File: src/rtl/io_ports_pkg.sv
// Shared register offsets, status/irq bit positions and count helper for io_ports.
// No logic of its own; imported by io_ports and io_kbd_fifo.
// Build option IO_KBD_FIFO_EN selects the keyboard buffer flavour (see io_kbd_fifo).
package io_ports_pkg;

    localparam logic [2:0] IO_OFS_KBD    = 3'd0;
    localparam logic [2:0] IO_OFS_TIMER  = 3'd1;
    localparam logic [2:0] IO_OFS_STATUS = 3'd2;
    localparam logic [2:0] IO_OFS_POP    = 3'd3;
    localparam logic [2:0] IO_OFS_CTRL   = 3'd4;

    localparam int ST_NONEMPTY = 0;
    localparam int ST_OVF      = 1;
    localparam int ST_TICK     = 2;

    localparam int IRQ_KEY  = 0;
    localparam int IRQ_TICK = 1;

    localparam int CTRL_RUN = 0;
    localparam int CTRL_CLR = 1;

    // Wide enough for a 16-deep FIFO holding 16 entries.
    localparam int IO_CNT_W = 5;

    function automatic logic [3:0] sat_count(input logic [IO_CNT_W-1:0] c);
        return (c > IO_CNT_W'(15)) ? 4'd15 : c[3:0];
    endfunction

endpackage

File: src/rtl/io_kbd_fifo.sv
// Keyboard receive buffer: DEPTH-entry drop-on-full FIFO with IO_KBD_FIFO_EN, else a one-byte latch.
// Latency: pushed byte visible on head the cycle after the push edge; head/count/full/empty are registered state.
// Backpressure: none; full FIFO drops the byte unless a pop lands on the same edge, latch overwrites.
module io_kbd_fifo
    import io_ports_pkg::*;
#(
    parameter int DEPTH = 8
) (
    input  logic                clock,
    input  logic                reset,
    input  logic                push,
    input  logic [7:0]          din,
    input  logic                pop,
    output logic [7:0]          head,
    output logic [IO_CNT_W-1:0] count,
    output logic                full,
    output logic                empty
);

`ifdef IO_KBD_FIFO_EN
    localparam int AW = (DEPTH > 1) ? $clog2(DEPTH) : 1;

    logic [7:0]          mem [DEPTH];
    logic [AW-1:0]       rd_ptr;
    logic [AW-1:0]       wr_ptr;
    logic [IO_CNT_W-1:0] cnt;
    logic                do_pop;
    logic                do_push;

    assign full    = (cnt == IO_CNT_W'(DEPTH));
    assign empty   = (cnt == '0);
    assign do_pop  = pop & ~empty;
    // A pop on the same edge frees the slot, so a full FIFO still accepts.
    assign do_push = push & (~full | do_pop);
    assign head    = empty ? 8'h00 : mem[rd_ptr];
    assign count   = cnt;

    always_ff @(posedge clock) begin
        if (do_push)
            mem[wr_ptr] <= din;
    end

    always_ff @(posedge clock) begin
        if (reset) begin
            rd_ptr <= '0;
            wr_ptr <= '0;
            cnt    <= '0;
        end else begin
            if (do_push)
                wr_ptr <= wr_ptr + 1'b1;
            if (do_pop)
                rd_ptr <= rd_ptr + 1'b1;
            if (do_push && !do_pop)
                cnt <= cnt + 1'b1;
            else if (do_pop && !do_push)
                cnt <= cnt - 1'b1;
        end
    end
`else
    logic [7:0] byte_q;
    logic       vld;
    logic       unused_depth;

    assign unused_depth = ^DEPTH;
    assign full  = vld;
    assign empty = ~vld;
    assign head  = vld ? byte_q : 8'h00;
    assign count = IO_CNT_W'(vld);

    always_ff @(posedge clock) begin
        if (reset) begin
            byte_q <= 8'h00;
            vld    <= 1'b0;
        end else if (push) begin
            byte_q <= din;
            vld    <= 1'b1;
        end else if (pop) begin
            vld    <= 1'b0;
        end
    end
`endif

endmodule

File: src/rtl/io_ports.sv
// AVR port-mapped I/O block: 8-address window with video regs, keyboard buffer, tick timer, irq.
// Latency: reads combinational from a; writes, pops and key pushes take effect at the strobe edge.
// Backpressure: none; keyboard overflow flagged sticky. Build option IO_KBD_FIFO_EN picks FIFO vs latch.
module io_ports
    import io_ports_pkg::*;
#(
    parameter logic [15:0] BASE      = 16'h0020,
    parameter int          CLK_HZ    = 25_000_000,
    parameter int          TICK_HZ   = 100,
    parameter int          KBD_DEPTH = 8
) (
    input  logic        clock,
    input  logic        reset,
    input  logic [15:0] a,
    input  logic [7:0]  o,
    input  logic        r,
    input  logic        w,
    output logic [7:0]  p,
    input  logic        p_kdone,
    input  logic [7:0]  p_ascii,
    output logic [2:0]  p_border,
    output logic        p_vpage,
    output logic        irq
);

    localparam int DIV  = CLK_HZ / TICK_HZ;
    localparam int PS_W = (DIV > 1) ? $clog2(DIV) : 1;

    logic                in_win;
    logic [2:0]          ofs;
    logic                wr_border, wr_vpage, wr_status, wr_irqen, wr_ctrl, rd_pop;
    logic                run, ovf, pend, en_key, en_tick;
    logic [PS_W-1:0]     presc;
    logic [7:0]          tcnt;
    logic                tick, tick_clr, ovf_evt;
    logic [7:0]          kbd_head;
    logic [IO_CNT_W-1:0] kbd_count;
    logic                kbd_full, kbd_empty;
    logic [7:0]          status;
    logic                unused_o;

    assign unused_o  = ^o[7:3];
    assign in_win    = (a[15:3] == BASE[15:3]);
    assign ofs       = a[2:0];
    assign wr_border = w & in_win & (ofs == IO_OFS_KBD);
    assign wr_vpage  = w & in_win & (ofs == IO_OFS_TIMER);
    assign wr_status = w & in_win & (ofs == IO_OFS_STATUS);
    assign wr_irqen  = w & in_win & (ofs == IO_OFS_POP);
    assign wr_ctrl   = w & in_win & (ofs == IO_OFS_CTRL);
    assign rd_pop    = r & in_win & (ofs == IO_OFS_POP);

    io_kbd_fifo #(.DEPTH(KBD_DEPTH)) u_kbd (
        .clock (clock),
        .reset (reset),
        .push  (p_kdone),
        .din   (p_ascii),
        .pop   (rd_pop),
        .head  (kbd_head),
        .count (kbd_count),
        .full  (kbd_full),
        .empty (kbd_empty)
    );

    // A key arriving while full is an overflow unless the same edge pops a byte.
    assign ovf_evt  = p_kdone & kbd_full & ~rd_pop;
    assign tick_clr = wr_ctrl & o[CTRL_CLR];
    assign tick     = run & ~tick_clr & (presc == PS_W'(DIV - 1));

    always_ff @(posedge clock) begin
        if (reset) begin
            p_border <= 3'd0;
            p_vpage  <= 1'b0;
            en_key   <= 1'b0;
            en_tick  <= 1'b0;
            run      <= 1'b1;
            presc    <= '0;
            tcnt     <= 8'd0;
            ovf      <= 1'b0;
            pend     <= 1'b0;
        end else begin
            if (wr_border)
                p_border <= o[2:0];
            if (wr_vpage)
                p_vpage <= o[0];
            if (wr_irqen) begin
                en_key  <= o[IRQ_KEY];
                en_tick <= o[IRQ_TICK];
            end
            if (wr_ctrl)
                run <= o[CTRL_RUN];
            if (tick_clr) begin
                presc <= '0;
                tcnt  <= 8'd0;
            end else if (run) begin
                presc <= tick ? '0 : presc + 1'b1;
                if (tick)
                    tcnt <= tcnt + 1'b1;
            end
            // Hardware set beats a software clear on the same edge.
            if (ovf_evt)
                ovf <= 1'b1;
            else if (wr_status && o[ST_OVF])
                ovf <= 1'b0;
            if (tick)
                pend <= 1'b1;
            else if (wr_status && o[ST_TICK])
                pend <= 1'b0;
        end
    end

    assign irq = (en_key & ~kbd_empty) | (en_tick & pend);

    always_comb begin
        status              = 8'h00;
        status[ST_NONEMPTY] = ~kbd_empty;
        status[ST_OVF]      = ovf;
        status[ST_TICK]     = pend;
        status[7:4]         = sat_count(kbd_count);
    end

    always_comb begin
        p = 8'h00;
        if (in_win) begin
            case (ofs)
                IO_OFS_KBD, IO_OFS_POP: p = kbd_head;
                IO_OFS_TIMER:           p = tcnt;
                IO_OFS_STATUS:          p = status;
                IO_OFS_CTRL:            p = {7'b0, run};
                default:                p = 8'h00;
            endcase
        end
    end

endmodule

File: config.mk
export PLATFORM = sky130hd
export DESIGN_NAME = io_ports
export DESIGN_NICKNAME = d
export VERILOG_FILES = /design/src/rtl/io_ports_pkg.sv /design/src/rtl/io_kbd_fifo.sv /design/src/rtl/io_ports.sv
export SDC_FILE = /design/constraint.sdc
export NUM_CORES = 1
export LEC_CHECK = 0
export BUFFER_PORTS_ARGS = -buffer_cell sky130_fd_sc_hd__buf_2
export CAP_MARGIN = 10
export CORE_MARGIN = 1
export CORE_UTILIZATION = 48
export DETAILED_ROUTE_END_ITERATION = 8
export PLACE_DENSITY = 0.79
export SETUP_SLACK_MARGIN = 0.5
export SKIP_LAST_GASP = 1
export SYNTH_ARGS = -nofsm -noshare
export SYNTH_HDL_FRONTEND = slang
export SYNTH_SLANG_ARGS = --single-unit
File: constraint.sdc
create_clock -name clock -period 1.8 [get_ports clock]
set_input_delay 0.18 -clock clock [delete_from_list [all_inputs] [get_ports clock]]
set_output_delay 0.18 -clock clock [all_outputs]
set_load 0.005 [all_outputs]
==> summary.md <==
| Metric | Value |
|---|---|
| Run status | finished clean |
| Setup_tns | 0 ns |
| Leak | 0.00134 uW |
| Hold Startpoint | p_ascii[7] |
| Die Y | approximately 69 um |
| Mux cell area share after synthesis | 6.02% |
| Layout cell share with drive strength beyond 1 | 45.7% |
| Die Wd | 69.1 um |
| Synth area leader | dfxtp_1 |
| Cell count after placement | 350 |
| Crit Path Category | in -> out |
| Synth Area in Compound Gates | 8.04% |
| Number of global-route vias before repair | about 2000 |
| Pin count of the biggest net entering global routing | 21 |
| Fin. max-slew vios | 0 |
| Layout Nets | 364 |
| Reg2reg path depth | 5 |
| Slew @ Worst Pin | 0.566 ns |
| Fmax | 562 MHz |
| Req. time, crit path | 1.62 ns |
| Hold EP | u_kbd.byte_q[7] |
| Netlist cell types | 43 |
| Simple-gate portion of the synthesized area | between 30% and 40% |
| Clock sink total | 44 |
| Clock transition at path regs | 0.08 ns |
| CTS root buf | clkbuf_8 |
| Finished Layout Cells | approximately 380 |
| Peak VDD IR | 0.000368 V |
| Pre-antenna DRT Iters | 4 |
| Max Cap Viol | 0 |
| 1st-iter DRT viols | 130 |
| Hold path depth | 3 |
| Startpoint types | input port |
| Syn Inst Count | 244 |
| Crit path top cell by count | buf_6 |
| Synth Register Bits | 44 |
| R2R Path End | pend |
| Area of the multi-input gates | roughly 0.0015 sq mm |
| Slowest cell on the critical path | or4_4 |
| Clock Path Buffers | 2 |
| H-tree depth | 2 |
| CP Cell Sequence | buf_6 -> or4_4 -> nor4_4 -> buf_6 -> nand2_8 -> a21oi_2 -> buf_2 |
| Worst relative slew slack | 61.8% |
| # diodes | 0 |
| Clock Latency Late Sink | about 0.3 ns |
| Vias per cell | 5.74 |
| Final period utilization | 98.9% |
| Placer Congestion | just over 0.8 |
| Full die area | 0.00478 sq mm |
| Port bufs | 44 |
| Register area share after synthesis | 40.7% |
| Worst-path fanout max | 7 |
| Crit path time final | 1.78 ns |
| Mapped Area | 0.00216 sq mm |
| R2r setup slk | roughly 0.15 ns |
| Post-route ant nets | 0 |
| Syn Area/Cell | roughly 9 sq um |
| Gr usage total | roughly a quarter |
| Register area | 896 sq um |
| Post-synth net total | 283 |
| RSZ-0062 raised after global routing | true |
| Initial core utilization | 49.7% |
| Num ports | 50 |
| Fill cells | between 200 and 300 |
| Area grow syn2layout | 46.1% |
| Worst R2R Start | presc[5] |
| Largest family of logic cells by synthesized area | simple AND/OR/NAND/NOR gates |
| Critical Path AT | 1.60 ns |
| Num CTS Buffers | 5 |
| Warnings, synthesis | 0 |
| TritonCTS clock tree | built |
| Skew final | around 0.0067 ns |
| Hold Crit Class | in -> reg |
| Vias | ~2200 |
| Initial antenna violation count | 0 |
| Final Cell Area | 0.00316 sq mm |
| Final Hold Fails | 0 |
| Pwr Density | 589 mW/mm^2 |
| Yosys top cell area share | 40.7% |
| Post-Route WL | 5990 um |
| DRC | 0 |
| Adder-Cell Fraction of Synth Area | 1.16% |
| Critical Path Sink Type | primary output |
| First-pass GRT wire length | roughly 9000 um |
| Congestion Overflow GR | 0 |
| Post-Synth XOR/XNOR Area | 9.31% |
| CP peak stage delay | 0.54 ns |
| Synth area leaders | dfxtp_1 41%, nor2_1 8.7%, mux2i_1 6.0% |
| HPWL after DPL | 3530 um |
| Final Setup Violations | 0 |
| CORE AREA | about 0.0044 sq mm |
| Routed WL per cell | between 15 and 20 um |
| Placed Area | 0.00260 sq mm |
| FP Rows | 24 |
-- stage by stage --
stage / hold WS, ns / utilization [%] / total power, uW / setup WS (ns)
2_1_floorplan: 0.324 / - / 1120 / 0.112
3_3_place_gp: 0.417 / 59.7 / 1180 / -0.137
3_5_place_dp: 0.433 / 59.7 / 1190 / -0.180
4_1_cts: 0.114 / 68.0 / 1860 / 0.0549
5_1_grt: 0.114 / 72.6 / 1930 / -0.00985
6_report: 0.114 / 72.6 / 1860 / 0.0198
-- cells by family (layout without fill, tap and decap cells) --
| kind of cell | Yosys count | count (layout) |
|---|---|---|
| simple gates | 124 | 125 |
| flops | 44 | 44 |
| compound gates | 26 | 26 |
| xor+xnor | 23 | 23 |
| mux | 13 | 13 |
| buf+inv | 12 | 93 |
| fa+ha+maj | 2 | 2 |
-- worst max-delay path by stage --
stage | start | endpoint | slack [ns] | cells after the start
after detailed placement | a[11] | p_border[1] | -0.18 | 6
final | a[15] | p[0] | 0.02 | 7
after global placement | a[0] | p[0] | -0.14 | 6
after floorplan | a[11] | p_border[2] | 0.11 | 5
after CTS | a[6] | p[0] | 0.05 | 7
after global routing | a[15] | p[1] | -0.01 | 7
-- area by class of cell --
class	count	area share, %
Clock buffer	6	2.61
Tap cell	52	2.06
Multi-Input combinational cell	189	48.0
Sequential cell	44	28.3
Inverter	4	0.475
Clock inverter	2	0.475
Timing Repair Buffer	81	18.1
-- critical path: cells and delay by family --
family	cells	cell delay, ns
AND/OR/NAND/NOR	3	0.90
buffers and inverters	3	0.38
AO/OA/AOI/OAI	1	0.13
-- per-layer routing --
metal,track usage [%],up-vias,share of wire [%]
met2,39.1,76,52
met3,4.53,14,4.9
li1,-,1021,-
met1,28.3,1057,41
met5,0,-,0
met4,12.2,0,2.4
-- placed cells by master, fill, tap and decap left out, drive strengths merged, types with 2 or more instances in the layout --
cell type	count
buf	81
nor2	50
dfxtp	44
nand3	15
xor2	14
mux2i	13
nand2	12
a21oi	10
xnor2	9
a22oi	7
nand4	7
nor4	6
clkbuf	6
nor3	6
nand2b	5
inv	4
nor2b	3
nand4b	3
and3	3
or4b	2
o21ai	2
nor4b	2
clkinvlp	2
or2	2
a31o	2
ha	2
-- state kept, by name, indices dropped and copies added, names as in the netlist, 3 cells and up --
name	cells
p_border	3
presc	18
tcnt	8
u_kbd.byte_q	8
-- synthesized netlist by cell type, drive strengths merged --
library cell and n:
nand2b 4, or4 1, a21boi 1, a311o 1
a21oi 10, nor2b 3, mux2i 13, nand3b 1
and3b 1, dfxtp 44, or3 1, buf 4
nor3b 1, inv 4, nand4 7, a311oi 1
xnor2 9, a31o 2, a22oi 7, nor2 50
or3b 1, nand4b 3, nor4 6, or2 2
nand2 12, nand3 15, and3 3, or4b 2
nor4bb 1, nor3 6, a32oi 1, and4 1
a22o 1, nor4b 2, ha 2, xor2 14
o21ai 2, clkbuf 4, and2 1
-- what timing repair did --
| item | 4_1_cts | 5_1_grt |
|---|---|---|
| buffers inserted | 12 | 6 |
| endpoints found under the hold margin | 0 | 0 |
| hold buffers | 0 | 0 |
| cloned | 2 | 0 |
| pin swaps | 30 | 16 |
| endpoints found under the setup margin | 44 | 44 |
| resized for setup | 33 | 37 |
-- where the power goes --
group	leakage [uW]	total [uW]	switching [uW]	internal, uW
Sequential	0.000361	1000	14.9	990
Combinational	0.000933	201	104	96.8
Clock	0.0000434	657	347	311
Total	0.00134	1860	466	1400
(Power assumes the default switching activity.)
